## src/rtl/seq_divider_if.sv

```systemverilog
// seq_divider_if: request/result bundle between the ALU and the iterative divider.
//   start/flush/op_signed/dividend/divisor : ALU -> divider request side
//   busy/result_valid/quotient/remainder   : divider -> ALU result side
// master modport is the ALU view, slave modport is the divider view.
interface seq_divider_if #(
  parameter int unsigned WIDTH = 32
);
  logic             start;
  logic             flush;
  logic             op_signed;
  logic [WIDTH-1:0] dividend;
  logic [WIDTH-1:0] divisor;
  logic             busy;
  logic             result_valid;
  logic [WIDTH-1:0] quotient;
  logic [WIDTH-1:0] remainder;

  modport master (
    output start, flush, op_signed, dividend, divisor,
    input  busy, result_valid, quotient, remainder
  );

  modport slave (
    input  start, flush, op_signed, dividend, divisor,
    output busy, result_valid, quotient, remainder
  );
endinterface

```

## src/rtl/seq_divider.sv

```systemverilog
// seq_divider: iterative restoring divider (DIV/DIVU/REM/REMU), one quotient bit per cycle.
// The subtraction itself lives in an external subtractor: this block drives sub_a/sub_b and
// consumes sub_diff/sub_no_borrow combinationally in the same cycle.
//   clk, rst          : clock, synchronous active-high reset
//   bus (slave)       : start/flush/op_signed/dividend/divisor in,
//                       busy/result_valid/quotient/remainder out
//   sub_a, sub_b      : minuend/subtrahend to the subtractor (0 outside ITER)
//   sub_diff          : sub_a - sub_b mod 2^WIDTH
//   sub_no_borrow     : 1 when sub_a >= sub_b (unsigned)
// Optional feature macro SEQ_DIV_SIGNED_EN: when defined, op_signed selects signed division
// and a FIX state restores result signs (latency 34); otherwise all operations are unsigned
// (latency 33).
module seq_divider #(
  parameter int unsigned WIDTH   = 32,
  parameter int unsigned COUNT_W = 6
) (
  input  logic             clk,
  input  logic             rst,
  seq_divider_if.slave     bus,
  output logic [WIDTH-1:0] sub_a,
  output logic [WIDTH-1:0] sub_b,
  input  logic [WIDTH-1:0] sub_diff,
  input  logic             sub_no_borrow
);

  typedef enum logic [1:0] {StIdle, StIter, StFix, StDone} state_e;

  state_e             state_q, state_d;
  logic [WIDTH-1:0]   quo_q, quo_d;        // working quotient, shifts in from the right
  logic [WIDTH-1:0]   rem_q, rem_d;        // partial remainder
  logic [WIDTH-1:0]   dvs_q, dvs_d;        // divisor magnitude
  logic [COUNT_W-1:0] cnt_q, cnt_d;
  logic               neg_quo_q, neg_quo_d;
  logic               neg_rem_q, neg_rem_d;
  logic [WIDTH-1:0]   quotient_q, quotient_d;
  logic [WIDTH-1:0]   remainder_q, remainder_d;

  logic               signed_op;
  logic [WIDTH-1:0]   dividend_mag, divisor_mag;
  logic [WIDTH-1:0]   trial;
  logic               take;

`ifdef SEQ_DIV_SIGNED_EN
  assign signed_op = bus.op_signed;
`else
  logic unused_op_signed;
  assign unused_op_signed = bus.op_signed;
  assign signed_op        = 1'b0;
`endif

  assign dividend_mag = (signed_op && bus.dividend[WIDTH-1]) ? -bus.dividend : bus.dividend;
  assign divisor_mag  = (signed_op && bus.divisor[WIDTH-1])  ? -bus.divisor  : bus.divisor;

  assign trial = {rem_q[WIDTH-2:0], quo_q[WIDTH-1]};
  // A set R MSB means the shifted trial is >= 2^WIDTH > D, so subtract regardless of the
  // subtractor's borrow; the wrapped difference is still exact.
  assign take  = rem_q[WIDTH-1] | sub_no_borrow;

  always_comb begin
    state_d     = state_q;
    quo_d       = quo_q;
    rem_d       = rem_q;
    dvs_d       = dvs_q;
    cnt_d       = cnt_q;
    neg_quo_d   = neg_quo_q;
    neg_rem_d   = neg_rem_q;
    quotient_d  = quotient_q;
    remainder_d = remainder_q;
    sub_a       = '0;
    sub_b       = '0;

    unique case (state_q)
      StIdle: begin
        if (bus.start) begin
          if (bus.divisor == '0) begin
            // Division by zero reports the raw dividend regardless of signedness.
            quotient_d  = '1;
            remainder_d = bus.dividend;
            state_d     = StDone;
          end else begin
            quo_d     = dividend_mag;
            rem_d     = '0;
            dvs_d     = divisor_mag;
            cnt_d     = COUNT_W'(WIDTH);
            neg_quo_d = signed_op & (bus.dividend[WIDTH-1] ^ bus.divisor[WIDTH-1]);
            neg_rem_d = signed_op & bus.dividend[WIDTH-1];
            state_d   = StIter;
          end
        end
      end
      StIter: begin
        sub_a = trial;
        sub_b = dvs_q;
        rem_d = take ? sub_diff : trial;
        quo_d = {quo_q[WIDTH-2:0], take};
        cnt_d = cnt_q - 1'b1;
        if (cnt_q == COUNT_W'(1)) begin
`ifdef SEQ_DIV_SIGNED_EN
          state_d = StFix;
`else
          quotient_d  = quo_d;
          remainder_d = rem_d;
          state_d     = StDone;
`endif
        end
      end
      StFix: begin
        quotient_d  = neg_quo_q ? -quo_q : quo_q;
        remainder_d = neg_rem_q ? -rem_q : rem_q;
        state_d     = StDone;
      end
      StDone: begin
        state_d = StIdle;
      end
    endcase

    // Flush beats everything, including a simultaneous start, and leaves results untouched.
    if (bus.flush) begin
      state_d     = StIdle;
      quotient_d  = quotient_q;
      remainder_d = remainder_q;
    end
  end

  always_ff @(posedge clk) begin
    if (rst) begin
      state_q     <= StIdle;
      quo_q       <= '0;
      rem_q       <= '0;
      dvs_q       <= '0;
      cnt_q       <= '0;
      neg_quo_q   <= 1'b0;
      neg_rem_q   <= 1'b0;
      quotient_q  <= '0;
      remainder_q <= '0;
    end else begin
      state_q     <= state_d;
      quo_q       <= quo_d;
      rem_q       <= rem_d;
      dvs_q       <= dvs_d;
      cnt_q       <= cnt_d;
      neg_quo_q   <= neg_quo_d;
      neg_rem_q   <= neg_rem_d;
      quotient_q  <= quotient_d;
      remainder_q <= remainder_d;
    end
  end

  assign bus.busy         = (state_q != StIdle);
  assign bus.result_valid = (state_q == StDone) && !bus.flush;
  assign bus.quotient     = quotient_q;
  assign bus.remainder    = remainder_q;

endmodule

```

## src/flat_wrapper.sv

```systemverilog
// flat-port wrapper written by rule: the top's interface ports become plain ports
module seq_divider_flat 
#(
  parameter int unsigned WIDTH   = 32,
  parameter int unsigned COUNT_W = 6
)
  (clk, rst, sub_a, sub_b, sub_diff, sub_no_borrow, bus_start, bus_flush, bus_op_signed, bus_dividend, bus_divisor, bus_busy, bus_result_valid, bus_quotient, bus_remainder);
  seq_divider_if #(.WIDTH(WIDTH)) bus_i ();
  input  logic clk;
  input  logic rst;
  output logic [WIDTH-1:0] sub_a;
  output logic [WIDTH-1:0] sub_b;
  input  logic [WIDTH-1:0] sub_diff;
  input  logic sub_no_borrow;
  input wire logic [$bits(bus_i.start)-1:0] bus_start;
  input wire logic [$bits(bus_i.flush)-1:0] bus_flush;
  input wire logic [$bits(bus_i.op_signed)-1:0] bus_op_signed;
  input wire logic [$bits(bus_i.dividend)-1:0] bus_dividend;
  input wire logic [$bits(bus_i.divisor)-1:0] bus_divisor;
  output wire logic [$bits(bus_i.busy)-1:0] bus_busy;
  output wire logic [$bits(bus_i.result_valid)-1:0] bus_result_valid;
  output wire logic [$bits(bus_i.quotient)-1:0] bus_quotient;
  output wire logic [$bits(bus_i.remainder)-1:0] bus_remainder;
  assign bus_i.start = bus_start;
  assign bus_i.flush = bus_flush;
  assign bus_i.op_signed = bus_op_signed;
  assign bus_i.dividend = bus_dividend;
  assign bus_i.divisor = bus_divisor;
  assign bus_busy = bus_i.busy;
  assign bus_result_valid = bus_i.result_valid;
  assign bus_quotient = bus_i.quotient;
  assign bus_remainder = bus_i.remainder;
  seq_divider #(.WIDTH(WIDTH), .COUNT_W(COUNT_W)) u_core (.clk(clk), .rst(rst), .bus(bus_i), .sub_a(sub_a), .sub_b(sub_b), .sub_diff(sub_diff), .sub_no_borrow(sub_no_borrow));
endmodule
```

## config.mk

```make
export PLATFORM = sky130hd
export DESIGN_NAME = seq_divider_flat
export DESIGN_NICKNAME = d
export VERILOG_FILES = /design/src/rtl/seq_divider_if.sv /design/src/rtl/seq_divider.sv /design/src/flat_wrapper.sv
export SDC_FILE = /design/constraint.sdc
export NUM_CORES = 1
export LEC_CHECK = 0
export ABC_AREA = 1
export CAP_MARGIN = 10
export CORE_MARGIN = 4
export CORE_UTILIZATION = 45
export CTS_CLUSTER_DIAMETER = 50
export DETAILED_ROUTE_END_ITERATION = 10
export PLACE_DENSITY_LB_ADDON = 0.12
export REMOVE_ABC_BUFFERS = 1
export SLEW_MARGIN = 30
export SYNTH_ARGS = -nofsm -noshare
export SYNTH_HDL_FRONTEND = slang
export SYNTH_SLANG_ARGS = --single-unit
export TNS_END_PERCENT = 20
```

## constraint.sdc

```tcl
create_clock -name clk -period 1.87 [get_ports clk]
set_clock_uncertainty 0.1 [all_clocks]
set_input_delay 0.2805 -clock clk [delete_from_list [all_inputs] [get_ports clk]]
set_output_delay 0.2805 -clock clk [all_outputs]
set_load 0.01 [all_outputs]
```

* Yosys cells after proc, flatten, opt, wreduce, memory -nomap -nowiden
Index checks and enable logic that the tools add are counted.
Cells by class: $add $sub $neg 1, eq/ne operators 8, multiplexer cells 24, bitwise gates (word level) 3, reduce and logical (&&, ||, !) cells 12
Operators with widths (number):
- 32-bit 2-to-1 mux | 13
- 32-bit case mux with 3 select lines | 2
- 32-bit case mux with 2 select lines | 2
- 32-bit zero test | 1
- 6-bit 2-to-1 mux | 2
- 6-bit case mux with 2 select lines | 1
- 2-bit case mux with 4 select lines | 1
- 6-bit by 1-bit equality test with 1-bit output (second input constant) | 1
- 2-bit 2-to-1 mux | 3
- 3-bit AND reduction | 2
- 6-bit by 1-bit subtractor with 6-bit output (second input constant) | 1
- 5-bit AND reduction | 1
- 2-bit equality test (second input constant) | 2
- 2-bit by 1-bit != test with 1-bit output (second input constant) | 2
- 2-bit != test (second input constant) | 2
- 2-bit nonzero test | 2
- 3-bit nonzero test | 1
- 2-bit by 1-bit equality test with 1-bit output (second input constant) | 1
- 2-bit zero test | 1
- 1-bit NOT | 2
- 2-bit AND reduction | 1
- 2-bit OR reduction | 1
- 1-bit logical AND | 1
- 1-bit zero test | 1
- 1-bit bitwise OR | 1
Word-level totals: register bits 168, input port bits 102, output and inout bits 130, logic and storage cells 55

* Depth between registers and ports, before layout
word-level depth 4, depth in mapped cells 13, depth with buffers taken out 10

* Worst setup path before layout
Ideal clock, no wire load.
path type register -> register, start reg u_core.state_q[0], end reg u_core.remainder_q[17] (netlist: u_core.bus.remainder[17]), library setup time 115 ps, data arrival time 1779 ps, required time 1655 ps, path slack -124 ps, stages on the path, launching flop included 14, buffers on the path 4, period minus slack after synthesis 1994 ps, cell sequence dfxtp_1 inv_1 ha_1 buf_4 inv_2 or2_1 buf_4 nand2_2 nor3_4 buf_6 buf_6 nand3_1 nand2_1 nor2_1
On the way: longest elaborated chain between the ends 3, elaborated cells on any way between the ends 9, those cells by class eq/ne (5); mux (1); reduce/logical (3)
Ends and longest elaborated chain:
- from (decl) | RTL line seq_divider.sv:28 | state_e state_q, state_d;
- from (signal assigned) | RTL line seq_divider.sv:127 | state_q <= StIdle;
- from (signal assigned) | RTL line seq_divider.sv:137 | state_q <= state_d;
- 2-bit by 1-bit equality test with 1-bit output (tied with other cells) | RTL line seq_divider.sv:72 | unique case (state_q)
- 2-bit by 1-bit != test with 1-bit output (no line) (tied with other cells)
- 5-bit AND reduction (no line)
- to (signal assigned) | RTL line seq_divider.sv:145 | remainder_q <= remainder_d;
- to (decl) | RTL line seq_divider.sv:36 | logic [WIDTH-1:0] remainder_q, remainder_d;
Parallel ways exist; a longest one is shown, timed or not. A chain may end at the register's enable or synchronous reset.

* Final worst setup path
start reg u_core.state_q[1], end reg u_core.quotient_q[27] (netlist: u_core.bus.quotient[27])
On the way: longest elaborated chain between the ends 3, elaborated cells on any way between the ends 9, those cells by class eq/ne (5); mux (1); reduce/logical (3)
Ends and longest elaborated chain:
- 2-bit by 1-bit equality test with 1-bit output (tied with other cells) | RTL line seq_divider.sv:72
- 2-bit by 1-bit != test with 1-bit output (no line) (tied with other cells)
- 5-bit AND reduction (no line)
- to (signal assigned) | RTL line seq_divider.sv:144 | quotient_q <= quotient_d;
- to (decl) | RTL line seq_divider.sv:35 | logic [WIDTH-1:0] quotient_q, quotient_d;
Parallel ways exist; a longest one is shown, timed or not.

==> impl_results.md <==
* Outcome: complete, but fails checks
* Violations in the final reports: negative setup slack
* Gate family responsible for the most delay along the worst path: buffers and inverters
* Most used flip-flop cell after synthesis: dfxtp_1
* Capture endpoint of the worst hold path: u_core.dvs_q[7]$_SDFFE_PP0P_
* WL final at 34.11 mm
* Height of the chip at 149.9 um
* Pin count of the biggest net entering global routing at 71
* Placed Cells at 1884
* Period utilisation layout at 1.121
* Critical path depth in cells at 13
* CTS clock-pin slew for the worst setup and hold paths at 0.07 ns
* Combinational Power Share at 0.277
* Yosys Warn Count at 0
* Part of the Yosys area used for sequential elements at 0.3714
* Initial core utilization at 0.4607
* Clock buffer depth at 2
* Top achievable clock speed at 477.0 MHz
* Count of cell types in the netlist at 24
* Max-slew violation total from the final report at 0
* Drt pass-1 iters at 6
* Startpoint type of the worst setup path: register
* Num ports at 232
* Area leader, netlist: dfxtp_1
* Setup repair after global routing missed its margin: yes
* Most numerous cell in the Yosys netlist: nand2_1
* Register bit total from synthesis at 168
* Finish-stage setup viols at 182
* H-tree lvl count at 4
* Source of the worst register-to-register timing path: u_core.state_q[1]$_SDFFE_PP0P_
* Clock power frac at 0.360
* Via count normalized by instance count at 5.517
* Pwr Total at 11.36 mW
* Terminus of the critical flop-to-flop path: u_core.bus.quotient[27]$_SDFFE_PP0P_
* Layout cell share with drive strength beyond 1 at 0.2512
* Count of final hold-check violations at 0
* Power density over the cells at 801.4 nW/um2
* Vias post-DR at 10.84k
* Area grow syn2layout at 56.53%
* Maximum vdd drop at 0.7215 mV
* Number of antenna diodes at 0
* Slowest cell delay on critical path at 0.33 ns
* Ordered cell list for the critical path: inv_2 -> ha_4 -> buf_6 -> buf_8 -> buf_16 -> buf_6 -> buf_4 -> nand2_1 -> inv_1 -> a211oi_1 -> nand3_2 -> nand2_1 -> nor2_1
* Kind of path behind the tightest hold check: in2reg
* Starting DRC count in detailed routing at 942
* Total of max-cap violations at 0
* Syn Inst Count at 1412
* Share of total power consumed by net switching at 0.3028
* Ranking of synthesized cells by area: dfxtp_1, nand2_1, nor2_1
* Die Footprint at 22460 um2
* Cell types with the highest counts after synthesis: nand2_1, nor2_1, dfxtp_1
* Layout Cells excl Fill at 1965
* Clock sink total at 168
* Antenna Nets Post-Route at 0
* Width of the die at 149.9 um
* Setup CP Type: reg2reg
* Leakage power at 6.584 nW
* Total CTS buffers at 17
* Least setup slack across all paths after layout at -0.2262 ns
* CTS Hold Buffers Added at 0
* Area of the core region at 19650 um2
* Post-Syn Area at 9055 um2
* R2R Setup Slk at -0.23 ns
* Number of cells traversed by the worst hold path at 3
* Overflow left after global routing at 0
* Post-detailed-placement half-perimeter wirelength at 19.20 mm
* Buffers and inverters on the worst path at 7
* Count of buffers from port buffering at 230
* Syn avg cell area at 6.413 um2
* Critical hold path startpoint: bus_divisor[7]
* Weighted congestion reported at the end of routability-driven placement at 0.8277
* CTS tree: built
* Slew margin rel. at 0.6563
* Sum Neg Setup Slack at -21.45 ns
* Kind of end point of the critical path: register
* Worst EP required at 2.09 ns
* Transition time at the pin with the least slew margin at 0.5156 ns
* Number of synthesized flops with an enable pin at 0
* Number of antenna violations at the first check in global routing at 0
* Final critical-path required period at 2.096 ns
* Cells on worst reg2reg path at 13
* Number of core rows at 51
* Crit path max fanout at 6
* NetSw at 3.440 mW
* Clk_lat worst skew at 0.43 ns
* Share of synthesized flip-flops with an asynchronous set or reset at 0
* Power Internal at 7.919 mW
* Post-route DRC violation count at 0
* Global-route wire length before repair at 52.18 mm
* Library cell contributing the largest single delay on the critical path: dfxtp_2
* Reg power frac at 0.363
* Place WS at -0.3621 ns
* Fraction of post-synthesis cell area in the top cell type by area at 0.3714
* Routed wire length per instance at 17.36 um
* Total global-route track usage at 0.2863
* Buffer cell driving the clock tree root: clkbuf_16
* Post-layout nets at 1797
* Number of global-route vias before repair at 9923
* Critical path arrival at 2.32 ns
sequential cells by signal, indices dropped and copies added, names as in the netlist:
signal,flops
u_core.bus.quotient,32
u_core.dvs_q,32
u_core.bus.remainder,32
u_core.cnt_q,6
u_core.state_q,2
u_core.rem_q,32
u_core.quo_q,32
power by group through the flow:
stage	Clock, mW	Combinational [mW]	Sequential, mW
finish	4.08	3.15	4.13
global route	4.27	3.40	4.16
CTS	4.13	2.99	4.10
detailed placement	0	2.57	4.17
global placement	0	2.54	4.16
floorplan	0	1.33	4.15
layer usage:
layer | vias to the layer above | track usage | routed length (um)
met1 | 5020 | 0.3866 | 14020
li1 | 5200 | - | -
met5 | - | 0 | 0
met2 | 541 | 0.4530 | 16220
met3 | 79 | 0.06269 | 2981
met4 | 0 | 0.09881 | 883
kinds of logic after synthesis:
logic type,Yosys count,synth area share
flip-flops,168,0.3714
adder cells (fa/ha/maj),8,0.01105
AND/OR/NAND/NOR,725,0.3401
XOR/XNOR,1,0.0009674
buffers and inverters,247,0.1179
AO/OA/AOI/OAI,263,0.1586
stage by stage:
step                hold slack (ns)  area [um2]    util
floorplan                    0.2496        8453       -
global placement             0.3492       12180  0.6196
detailed placement           0.3521       12180  0.6196
CTS                          0.3510       13790  0.7016
global route                 0.3658       14170  0.7212
finish                       0.3606       14170  0.7212
worst max-delay path by stage:
stage / startpoint / end / slack, ns
after global placement: bus_divisor[17] / u_core.bus.remainder[6]$_SDFFE_PP0P_ / -0.31
after global routing: u_core.state_q[1]$_SDFFE_PP0P_ / u_core.bus.quotient[0]$_SDFFE_PP0P_ / -0.32
after detailed placement: bus_divisor[17] / u_core.bus.quotient[8]$_SDFFE_PP0P_ / -0.36
final: u_core.state_q[1]$_SDFFE_PP0P_ / u_core.bus.quotient[27]$_SDFFE_PP0P_ / -0.23
after floorplan: u_core.state_q[1]$_SDFFE_PP0P_ / u_core.cnt_q[0]$_SDFFE_PP0P_ / -3.62
after CTS: u_core.state_q[1]$_SDFFE_PP0P_ / u_core.bus.quotient[31]$_SDFFE_PP0P_ / -0.22
cell type report:
cell class,instances,area [um2]
inverters,124,478.0
clock buffers,21,460.4
repair buffers,379,4001
fillers,1615,5480
multi-input cells,997,5318
clock inverters,11,219.0
well taps,265,331.6
flip-flops and latches,168,3366
layout by cell type (no fill, tap or decap), drive strengths merged, types with 3 or more instances in the layout:
cell type,netlist,layout
a211oi,32,32
a21oi,164,164
buf,63,211
bufinv,0,6
clkbuf,60,24
clkdlybuf4s50,0,164
clkinv,0,4
dfxtp,168,168
ha,8,8
inv,124,124
nand2,323,323
nand3,68,68
nand4,95,95
nor2,235,235
o21ai,35,35
o22ai,32,32
or2,3,3
timing repair:
action	in CTS	in global routing
pin swaps	48	20
resized for setup	439	98
gates cloned	13	3
setup endpoints to repair	171	230
setup buffers	31	9
tightest hold or removal path, delay by kind of cell:
family / cells / cell delay [ns]
and+or+nand+nor: 1 / 0.09
buffers and inverters: 1 / 0.42
AOI/OAI and AO/OA: 1 / 0.06
Power figures use the tool's default switching activity.
